<file path="src/rtl/ps2_scancode_receiver.sv">
// PS/2 keyboard receiver clocked entirely by the system Clock.
// Raw PS2_CLK/PS2_DATA are synchronised, the clock line is glitch filtered,
// 11-bit frames are deframed and checked, E0/F0 prefixes are folded into
// flags, and decoded codes are queued in a first-word-fall-through FIFO.
module ps2_scancode_receiver #(
  parameter int FIFO_DEPTH     = 8,
  parameter int SYNC_STAGES    = 2,
  parameter int FILTER_LEN     = 4,
  parameter int TIMEOUT_CYCLES = 50000
) (
  input  logic                         Clock,
  input  logic                         Reset,
  input  logic                         PS2_CLK,
  input  logic                         PS2_DATA,
  input  logic                         iPop,
  output logic                         oValid,
  output logic [7:0]                   oData,
  output logic                         oExtended,
  output logic                         oBreak,
  output logic [$clog2(FIFO_DEPTH):0]  oCount,
  output logic                         oParityError,
  output logic                         oFrameError,
  output logic                         oOverflow
);

  localparam int PTR_W  = $clog2(FIFO_DEPTH);
  localparam int CNT_W  = PTR_W + 1;
  localparam int FILT_W = $clog2(FILTER_LEN + 1);
  localparam int TO_W   = $clog2(TIMEOUT_CYCLES);

  typedef enum logic [1:0] {
    ST_IDLE   = 2'd0,
    ST_DATA   = 2'd1,
    ST_PARITY = 2'd2,
    ST_STOP   = 2'd3
  } state_t;

  // Odd parity: the eight data bits plus the parity bit must hold an odd number of ones.
  function automatic logic f_odd_parity_ok(input logic [7:0] data, input logic parity);
    return (^data) ^ parity;
  endfunction

  // ---------------------------------------------------------------------------
  // Input synchronisers, glitch filter and fall strobe
  // ---------------------------------------------------------------------------
  logic [SYNC_STAGES-1:0] r_clk_sync;
  logic [SYNC_STAGES-1:0] r_data_sync;
  logic                   w_clk_sync;
  logic                   w_data_sync;
  logic                   r_clk_filt;
  logic [FILT_W-1:0]      r_filt_cnt;
  logic                   r_fall;
  logic                   r_fall_data;

  assign w_clk_sync  = r_clk_sync[SYNC_STAGES-1];
  assign w_data_sync = r_data_sync[SYNC_STAGES-1];

  // Bring both asynchronous PS/2 lines into the Clock domain (idle level is high).
  always_ff @(posedge Clock or posedge Reset) begin
    if (Reset) begin
      r_clk_sync  <= '1;
      r_data_sync <= '1;
    end else begin
      r_clk_sync  <= {r_clk_sync[SYNC_STAGES-2:0], PS2_CLK};
      r_data_sync <= {r_data_sync[SYNC_STAGES-2:0], PS2_DATA};
    end
  end

  // Accept a new PS2_CLK level only after FILTER_LEN stable cycles; strobe on accepted falls.
  always_ff @(posedge Clock or posedge Reset) begin
    if (Reset) begin
      r_clk_filt  <= 1'b1;
      r_filt_cnt  <= '0;
      r_fall      <= 1'b0;
      r_fall_data <= 1'b0;
    end else begin
      r_fall <= 1'b0;
      if (w_clk_sync == r_clk_filt) begin
        r_filt_cnt <= '0;
      end else if (r_filt_cnt == FILT_W'(FILTER_LEN - 1)) begin
        r_clk_filt  <= w_clk_sync;
        r_filt_cnt  <= '0;
        r_fall      <= (r_clk_filt == 1'b1);
        r_fall_data <= w_data_sync;
      end else begin
        r_filt_cnt <= r_filt_cnt + FILT_W'(1);
      end
    end
  end

  // ---------------------------------------------------------------------------
  // Deframing FSM
  // ---------------------------------------------------------------------------
  state_t            r_state;
  state_t            w_state_next;
  logic [7:0]        r_shift;
  logic [2:0]        r_bit_cnt;
  logic              r_parity;
  logic [TO_W-1:0]   r_to_cnt;
  logic              w_timeout;
  logic              w_accept;
  logic              w_par_err;
  logic              w_stop_err;

  // A frame is abandoned when no accepted fall arrives for TIMEOUT_CYCLES mid-frame.
  assign w_timeout = (r_state != ST_IDLE) && !r_fall &&
                     (r_to_cnt == TO_W'(TIMEOUT_CYCLES - 1));

  // State register.
  always_ff @(posedge Clock or posedge Reset) begin
    if (Reset) begin
      r_state <= ST_IDLE;
    end else begin
      r_state <= w_state_next;
    end
  end

  // Next state plus frame verdict on the stop-bit fall; parity error outranks stop error.
  always_comb begin
    w_state_next = r_state;
    w_accept     = 1'b0;
    w_par_err    = 1'b0;
    w_stop_err   = 1'b0;
    case (r_state)
      ST_IDLE: begin
        if (r_fall && !r_fall_data) begin
          w_state_next = ST_DATA;
        end else begin
          w_state_next = ST_IDLE;
        end
      end
      ST_DATA: begin
        if (w_timeout) begin
          w_state_next = ST_IDLE;
        end else if (r_fall && (r_bit_cnt == 3'd7)) begin
          w_state_next = ST_PARITY;
        end else begin
          w_state_next = ST_DATA;
        end
      end
      ST_PARITY: begin
        if (w_timeout) begin
          w_state_next = ST_IDLE;
        end else if (r_fall) begin
          w_state_next = ST_STOP;
        end else begin
          w_state_next = ST_PARITY;
        end
      end
      ST_STOP: begin
        if (w_timeout) begin
          w_state_next = ST_IDLE;
        end else if (r_fall) begin
          w_state_next = ST_IDLE;
          if (!f_odd_parity_ok(r_shift, r_parity)) begin
            w_par_err = 1'b1;
          end else if (!r_fall_data) begin
            w_stop_err = 1'b1;
          end else begin
            w_accept = 1'b1;
          end
        end else begin
          w_state_next = ST_STOP;
        end
      end
      default: begin
        w_state_next = ST_IDLE;
      end
    endcase
  end

  // Shift data bits in LSB first, count them, and capture the parity bit.
  always_ff @(posedge Clock or posedge Reset) begin
    if (Reset) begin
      r_shift   <= 8'h00;
      r_bit_cnt <= 3'd0;
      r_parity  <= 1'b0;
    end else begin
      case (r_state)
        ST_IDLE: begin
          if (r_fall && !r_fall_data) begin
            r_bit_cnt <= 3'd0;
          end
        end
        ST_DATA: begin
          if (r_fall) begin
            r_shift   <= {r_fall_data, r_shift[7:1]};
            r_bit_cnt <= r_bit_cnt + 3'd1;
          end
        end
        ST_PARITY: begin
          if (r_fall) begin
            r_parity <= r_fall_data;
          end
        end
        default: begin
          r_bit_cnt <= r_bit_cnt;
        end
      endcase
    end
  end

  // Mid-frame watchdog: restarts on every accepted fall and whenever the FSM is idle.
  always_ff @(posedge Clock or posedge Reset) begin
    if (Reset) begin
      r_to_cnt <= '0;
    end else if ((r_state == ST_IDLE) || r_fall || w_timeout) begin
      r_to_cnt <= '0;
    end else begin
      r_to_cnt <= r_to_cnt + TO_W'(1);
    end
  end

  // ---------------------------------------------------------------------------
  // Frame verdict registers and prefix decode
  // ---------------------------------------------------------------------------
  logic       r_acc_valid;
  logic [7:0] r_acc_byte;
  logic       r_par_err;
  logic       r_frm_err;
  logic       r_ext_flag;
  logic       r_brk_flag;
  logic       w_is_e0;
  logic       w_is_f0;
  logic       w_push;

  // Hold the accepted byte for one cycle and turn errors into single-cycle pulses.
  always_ff @(posedge Clock or posedge Reset) begin
    if (Reset) begin
      r_acc_valid <= 1'b0;
      r_acc_byte  <= 8'h00;
      r_par_err   <= 1'b0;
      r_frm_err   <= 1'b0;
    end else begin
      r_acc_valid <= w_accept;
      r_acc_byte  <= w_accept ? r_shift : r_acc_byte;
      r_par_err   <= w_par_err;
      r_frm_err   <= w_stop_err | w_timeout;
    end
  end

  assign w_is_e0 = r_acc_valid && (r_acc_byte == 8'hE0);
  assign w_is_f0 = r_acc_valid && (r_acc_byte == 8'hF0);
  assign w_push  = r_acc_valid && !w_is_e0 && !w_is_f0;

  // Prefix flags: set by E0/F0, consumed by the next pushed code, dropped on any frame error.
  always_ff @(posedge Clock or posedge Reset) begin
    if (Reset) begin
      r_ext_flag <= 1'b0;
      r_brk_flag <= 1'b0;
    end else if (w_par_err || w_stop_err || w_timeout) begin
      r_ext_flag <= 1'b0;
      r_brk_flag <= 1'b0;
    end else if (w_is_e0) begin
      r_ext_flag <= 1'b1;
    end else if (w_is_f0) begin
      r_brk_flag <= 1'b1;
    end else if (w_push) begin
      r_ext_flag <= 1'b0;
      r_brk_flag <= 1'b0;
    end else begin
      r_ext_flag <= r_ext_flag;
      r_brk_flag <= r_brk_flag;
    end
  end

  // ---------------------------------------------------------------------------
  // Decoded-code FIFO, entries are {ext, brk, code}
  // ---------------------------------------------------------------------------
  logic [9:0]       r_mem [FIFO_DEPTH];
  logic [PTR_W-1:0] r_wr_ptr;
  logic [PTR_W-1:0] r_rd_ptr;
  logic [CNT_W-1:0] r_count;
  logic [CNT_W-1:0] w_count_next;
  logic             r_valid;
  logic             r_overflow;
  logic             w_full;
  logic             w_pop;
  logic             w_push_ok;
  logic             w_drop;
  logic [9:0]       w_head;

  assign w_full    = (r_count == CNT_W'(FIFO_DEPTH));
  assign w_pop     = iPop && (r_count != '0);
  assign w_push_ok = w_push && (!w_full || w_pop);
  assign w_drop    = w_push && w_full && !w_pop;

  // Occupancy after this cycle's push/pop.
  always_comb begin
    w_count_next = r_count;
    case ({w_push_ok, w_pop})
      2'b10:   w_count_next = r_count + CNT_W'(1);
      2'b01:   w_count_next = r_count - CNT_W'(1);
      default: w_count_next = r_count;
    endcase
  end

  // Storage write port.
  always_ff @(posedge Clock or posedge Reset) begin
    if (Reset) begin
      for (int i = 0; i < FIFO_DEPTH; i++) begin
        r_mem[i] <= 10'h000;
      end
    end else if (w_push_ok) begin
      r_mem[r_wr_ptr] <= {r_ext_flag, r_brk_flag, r_acc_byte};
    end
  end

  // Pointers (wrap naturally at the power-of-two depth), count, valid and sticky overflow.
  always_ff @(posedge Clock or posedge Reset) begin
    if (Reset) begin
      r_wr_ptr   <= '0;
      r_rd_ptr   <= '0;
      r_count    <= '0;
      r_valid    <= 1'b0;
      r_overflow <= 1'b0;
    end else begin
      r_wr_ptr   <= w_push_ok ? (r_wr_ptr + PTR_W'(1)) : r_wr_ptr;
      r_rd_ptr   <= w_pop ? (r_rd_ptr + PTR_W'(1)) : r_rd_ptr;
      r_count    <= w_count_next;
      r_valid    <= (w_count_next != '0);
      r_overflow <= r_overflow | w_drop;
    end
  end

  assign w_head       = r_mem[r_rd_ptr];
  assign oValid       = r_valid;
  assign oData        = w_head[7:0];
  assign oBreak       = w_head[8];
  assign oExtended    = w_head[9];
  assign oCount       = r_count;
  assign oParityError = r_par_err;
  assign oFrameError  = r_frm_err;
  assign oOverflow    = r_overflow;

endmodule

</file>
<file path="config.mk">
export PLATFORM = sky130hd
export DESIGN_NAME = ps2_scancode_receiver
export DESIGN_NICKNAME = d
export VERILOG_FILES = /design/src/rtl/ps2_scancode_receiver.sv
export SDC_FILE = /design/constraint.sdc
export NUM_CORES = 1
export LEC_CHECK = 0
export BUFFER_PORTS_ARGS = -buffer_cell sky130_fd_sc_hd__buf_2
export CAP_MARGIN = 20
export CORE_UTILIZATION = 45
export DETAILED_ROUTE_END_ITERATION = 6
export GPL_TIMING_DRIVEN = 0
export SYNTH_ARGS = -nofsm -noshare
export SYNTH_HDL_FRONTEND = slang
export SYNTH_SLANG_ARGS = --single-unit
</file>
<file path="constraint.sdc">
create_clock -name Clock -period 11 [get_ports Clock]
set_input_delay 1.65 -clock Clock [delete_from_list [all_inputs] [get_ports Clock]]
set_output_delay 1.65 -clock Clock [all_outputs]
set_load 0.02 [all_outputs]
</file>
==> impl_metrics.tcl <==
set metrics [dict create \
    clock_sinks 145 \
    ys_seq_area_share_pct 55.3 \
    port_buffers 22 \
    design.die.area_sq_um 15100 \
    yosysTopAreaCellShare_pct 53.3 \
    yosysWarningCount 0 \
    postSynth.asyncResetShare_pct 100 \
    worst_setup_endpoint "oData[6]" \
    synth-simple-area-share_pct 8.49 \
    yosysMostFrequentCell "sky130_fd_sc_hd__dfrtp_1" \
    die-height_microns 123 \
    antenna_left 0 \
    grt_first_pass_wirelength_microns 20800 \
    cts_max_path_buffers 2 \
    post_route_setup_slack_ns 7.02 \
    synth-compound-area-share_pct 3.12 \
    max-slew-margin-rel_pct 27.6 \
    inserted_clock_buffers 17 \
    synth_top_cells_by_area "sky130_fd_sc_hd__dfrtp_1, sky130_fd_sc_hd__mux2_2, sky130_fd_sc_hd__mux4_2, sky130_fd_sc_hd__mux2_1, sky130_fd_sc_hd__dfstp_2" \
    initial_core_util_pct 46.8 \
    layout_min_cycle_time_ns 3.98 \
    syn_avg_cell_area_sq_um 14.0 \
    final_min_period_over_clock_period_pct 36.2 \
    p_per_area_nw_per_um2 191 \
    setup-tns-final_ns 0 \
    via_count_of_the_first_global_routing_pass 3965 \
    hold_viol_final 0 \
    net_total_in_the_final_layout 525 \
    holdCritPathClass "reg -> reg" \
    r2r-end "oCount[3]$_DFF_PP0_" \
    critical_path.startpoint "r_rd_ptr[1]$_DFFE_PP0N_" \
    io_pins 23 \
    worstReg2RegStart "r_acc_byte[0]$_DFFE_PP0P_" \
    mappedNetlistArea_sq_um 6570 \
    synthXorXnorAreaFrac_pct 3.67 \
    cts_root_buf "sky130_fd_sc_hd__clkbuf_16" \
    wl_microns 12500 \
    synthToLayoutAreaGrowth_pct 15.3 \
    placeableCoreArea_sq_um 14000 \
    worstSetupPathType "reg -> out" \
    rrSetupSlack_ns 8.01 \
    crit_path_dat_ns 2.33 \
    die_w_microns 123 \
    synth_area_leader_cell "sky130_fd_sc_hd__dfrtp_1" \
    worst_hold_path.num_cells 0 \
    synth_enable_flop_cells 0 \
    hpwl_microns 8040 \
    antennaDiodeCount 0 \
    postCtsSetupRepairBufs 0 \
    synth_top_family_by_area "multiplexers" \
    gr-usage-all-layers_pct 19.0 \
    vias 3812 \
    gr-total-overflow 0 \
    fraction_of_layout_instances_using_a_drive_strength_above_1_pct 36.8 \
    routed_wire_length_per_instance_microns 17.7 \
    path_clk_slew_ns 0.06 \
    htree_depth 4 \
    placementRows 43 \
    clock-skew-final_ns 0.00633 \
    avgViaCountPerCell 5.41 \
    timing.critical_path.fanout_max 10 \
    static-leakage-power_nw 3.60 \
    drt_first_iter_violations 211 \
    worst-endpoint-required_ns 9.35 \
    fmax_ghz 0.251 \
    dominantRegCellSynth "sky130_fd_sc_hd__dfrtp_1" \
    max-vdd-ir-drop_mv 0.176 \
    synth_commonest_cells "sky130_fd_sc_hd__dfrtp_1, sky130_fd_sc_hd__mux2_2, sky130_fd_sc_hd__nor2_1" \
    setup_viol 0 \
    rsz0062_at_grt "false" \
    grt_max_degree 100 \
    globalplace.congestion 0.764 \
    post_synth_num_cell_types 52 \
    synth.area.mux_share_pct 26.1 \
    nFillCells 1207 \
    syn_inst 469 \
    post_cts_resized 0 \
    place_ws_ns 7.30 \
    multi_input_area_sq_um 2840 \
    postSynthRegisterBits 145 \
    timing.critical_path.from_type "flop" \
    tritoncts "done" \
    maxCapViolCount 0 \
    route.detailed.drc 0 \
    synthAdderAreaFrac_pct 1.83 \
    worst_r2r_path_depth 10 \
    worst-slew-pin-transition_ns 1.08 \
    grt_antenna_before_repair 0 \
    timing.critical_path.to_type "output pin" \
    ff_latch_area_sq_um 3630 \
    syn-num-nets 483 \
    clk-insertion-delay-late_ns 0.42 \
    drtPass1Iterations 4 \
    post_cts_hold_buffers 0 \
    status "finished clean" \
    report.final.slew_viol_count 0 \
]
final cells by class:
type,count,share of cell area (%)
Clock buffer,23,6.44
Sequential cell,145,47.9
Multi-Input combinational cell,298,37.4
Tap cell,180,2.97
Clock inverter,9,2.01
Timing Repair Buffer,23,1.82
Buffer,13,0.677
Inverter,13,0.710
power breakdown:
| part | switching, mW | internal (mW) |
|---|---|---|
| clock | 0.216 | 0.403 |
| combinational | 0.139 | 0.0975 |
| sequential | 0.0293 | 0.563 |
| total | 0.384 | 1.06 |
worst min-delay path by stage:
| stage | start | to | slack [ns] |
|---|---|---|---|
| 4_1_cts | r_clk_sync[0]$_DFF_PP1_ | r_clk_sync[1]$_DFF_PP1_ | 0.36 |
| 3_3_place_gp | r_data_sync[0]$_DFF_PP1_ | r_data_sync[1]$_DFF_PP1_ | 0.35 |
| 5_1_grt | r_clk_sync[0]$_DFF_PP1_ | r_clk_sync[1]$_DFF_PP1_ | 0.37 |
| 6_report | r_clk_sync[0]$_DFF_PP1_ | r_clk_sync[1]$_DFF_PP1_ | 0.36 |
| 2_1_floorplan | r_clk_sync[0]$_DFF_PP1_ | r_clk_sync[1]$_DFF_PP1_ | 0.35 |
| 3_5_place_dp | r_clk_sync[0]$_DFF_PP1_ | r_clk_sync[1]$_DFF_PP1_ | 0.35 |
per-stage QoR:
stage | std cells | hold WS [ns] | util [%] | power, mW | cell area [sq um]
floorplan | 469 | 0.345 | - | 0.776 | 6570
global placement | 671 | 0.347 | 49.2 | 0.833 | 6910
detailed placement | 672 | 0.350 | 49.4 | 0.843 | 6940
CTS | 704 | 0.358 | 54.0 | 1.46 | 7580
global route | 704 | 0.365 | 54.0 | 1.51 | 7580
finish | 704 | 0.356 | 54.0 | 1.45 | 7580
state kept, by name (all words and copies together), names as in the netlist:
register,count
r_data_sync,2
r_rd_ptr,3
r_fall,1
oValid,1
r_clk_sync,2
r_acc_valid,1
oCount,4
r_filt_cnt,3
r_acc_byte,8
r_wr_ptr,3
r_ext_flag,1
r_state,2
r_mem,80
r_brk_flag,1
oOverflow,1
r_parity,1
oParityError,1
r_shift,8
oFrameError,1
r_bit_cnt,3
r_fall_data,1
r_to_cnt,16
r_clk_filt,1
logic make-up (layout without fill, tap and decap cells):
logic type	Yosys count	in the layout
AND/OR/NAND/NOR	100	100
buffers and inverters	26	81
adder cells (fa/ha/maj)	9	9
AO/OA/AOI/OAI	31	31
flip-flops	145	145
XOR/XNOR	26	26
multiplexers	132	132
per-layer routing:
| layer | vias up | global-route usage (%) | wire length (microns) |
|---|---|---|---|
| li1 | 1774 | - | - |
| met1 | 1982 | 23.5 | 5660 |
| met2 | 39 | 31.6 | 6340 |
| met3 | 17 | 4.65 | 284 |
| met4 | 0 | 8.00 | 190 |
| met5 | - | 0 | 0 |
layout by cell type, fill, tap and decap left out, types with 10 or more instances in the layout:
master	netlist	final
sky130_fd_sc_hd__xnor2_1	15	15
sky130_fd_sc_hd__mux2_1	13	13
sky130_fd_sc_hd__mux4_2	20	20
sky130_fd_sc_hd__buf_2	2	24
sky130_fd_sc_hd__clkbuf_16	0	17
sky130_fd_sc_hd__mux2_2	96	96
sky130_fd_sc_hd__nor2_1	24	24
sky130_fd_sc_hd__xor2_1	10	10
sky130_fd_sc_hd__nand2_1	16	16
sky130_fd_sc_hd__inv_1	12	11
sky130_fd_sc_hd__clkbuf_1	8	10
sky130_fd_sc_hd__dfrtp_1	140	140
sky130_fd_sc_hd__o21ai_0	10	10
critical path, stage by stage, from the launching register on:
cell                       delay (ns)
sky130_fd_sc_hd__dfrtp_1         0.41
sky130_fd_sc_hd__clkbuf_1        0.59
sky130_fd_sc_hd__mux4_2          0.42
sky130_fd_sc_hd__mux2_2          0.31
sky130_fd_sc_hd__buf_2           0.17
(Power assumes the default switching activity.)
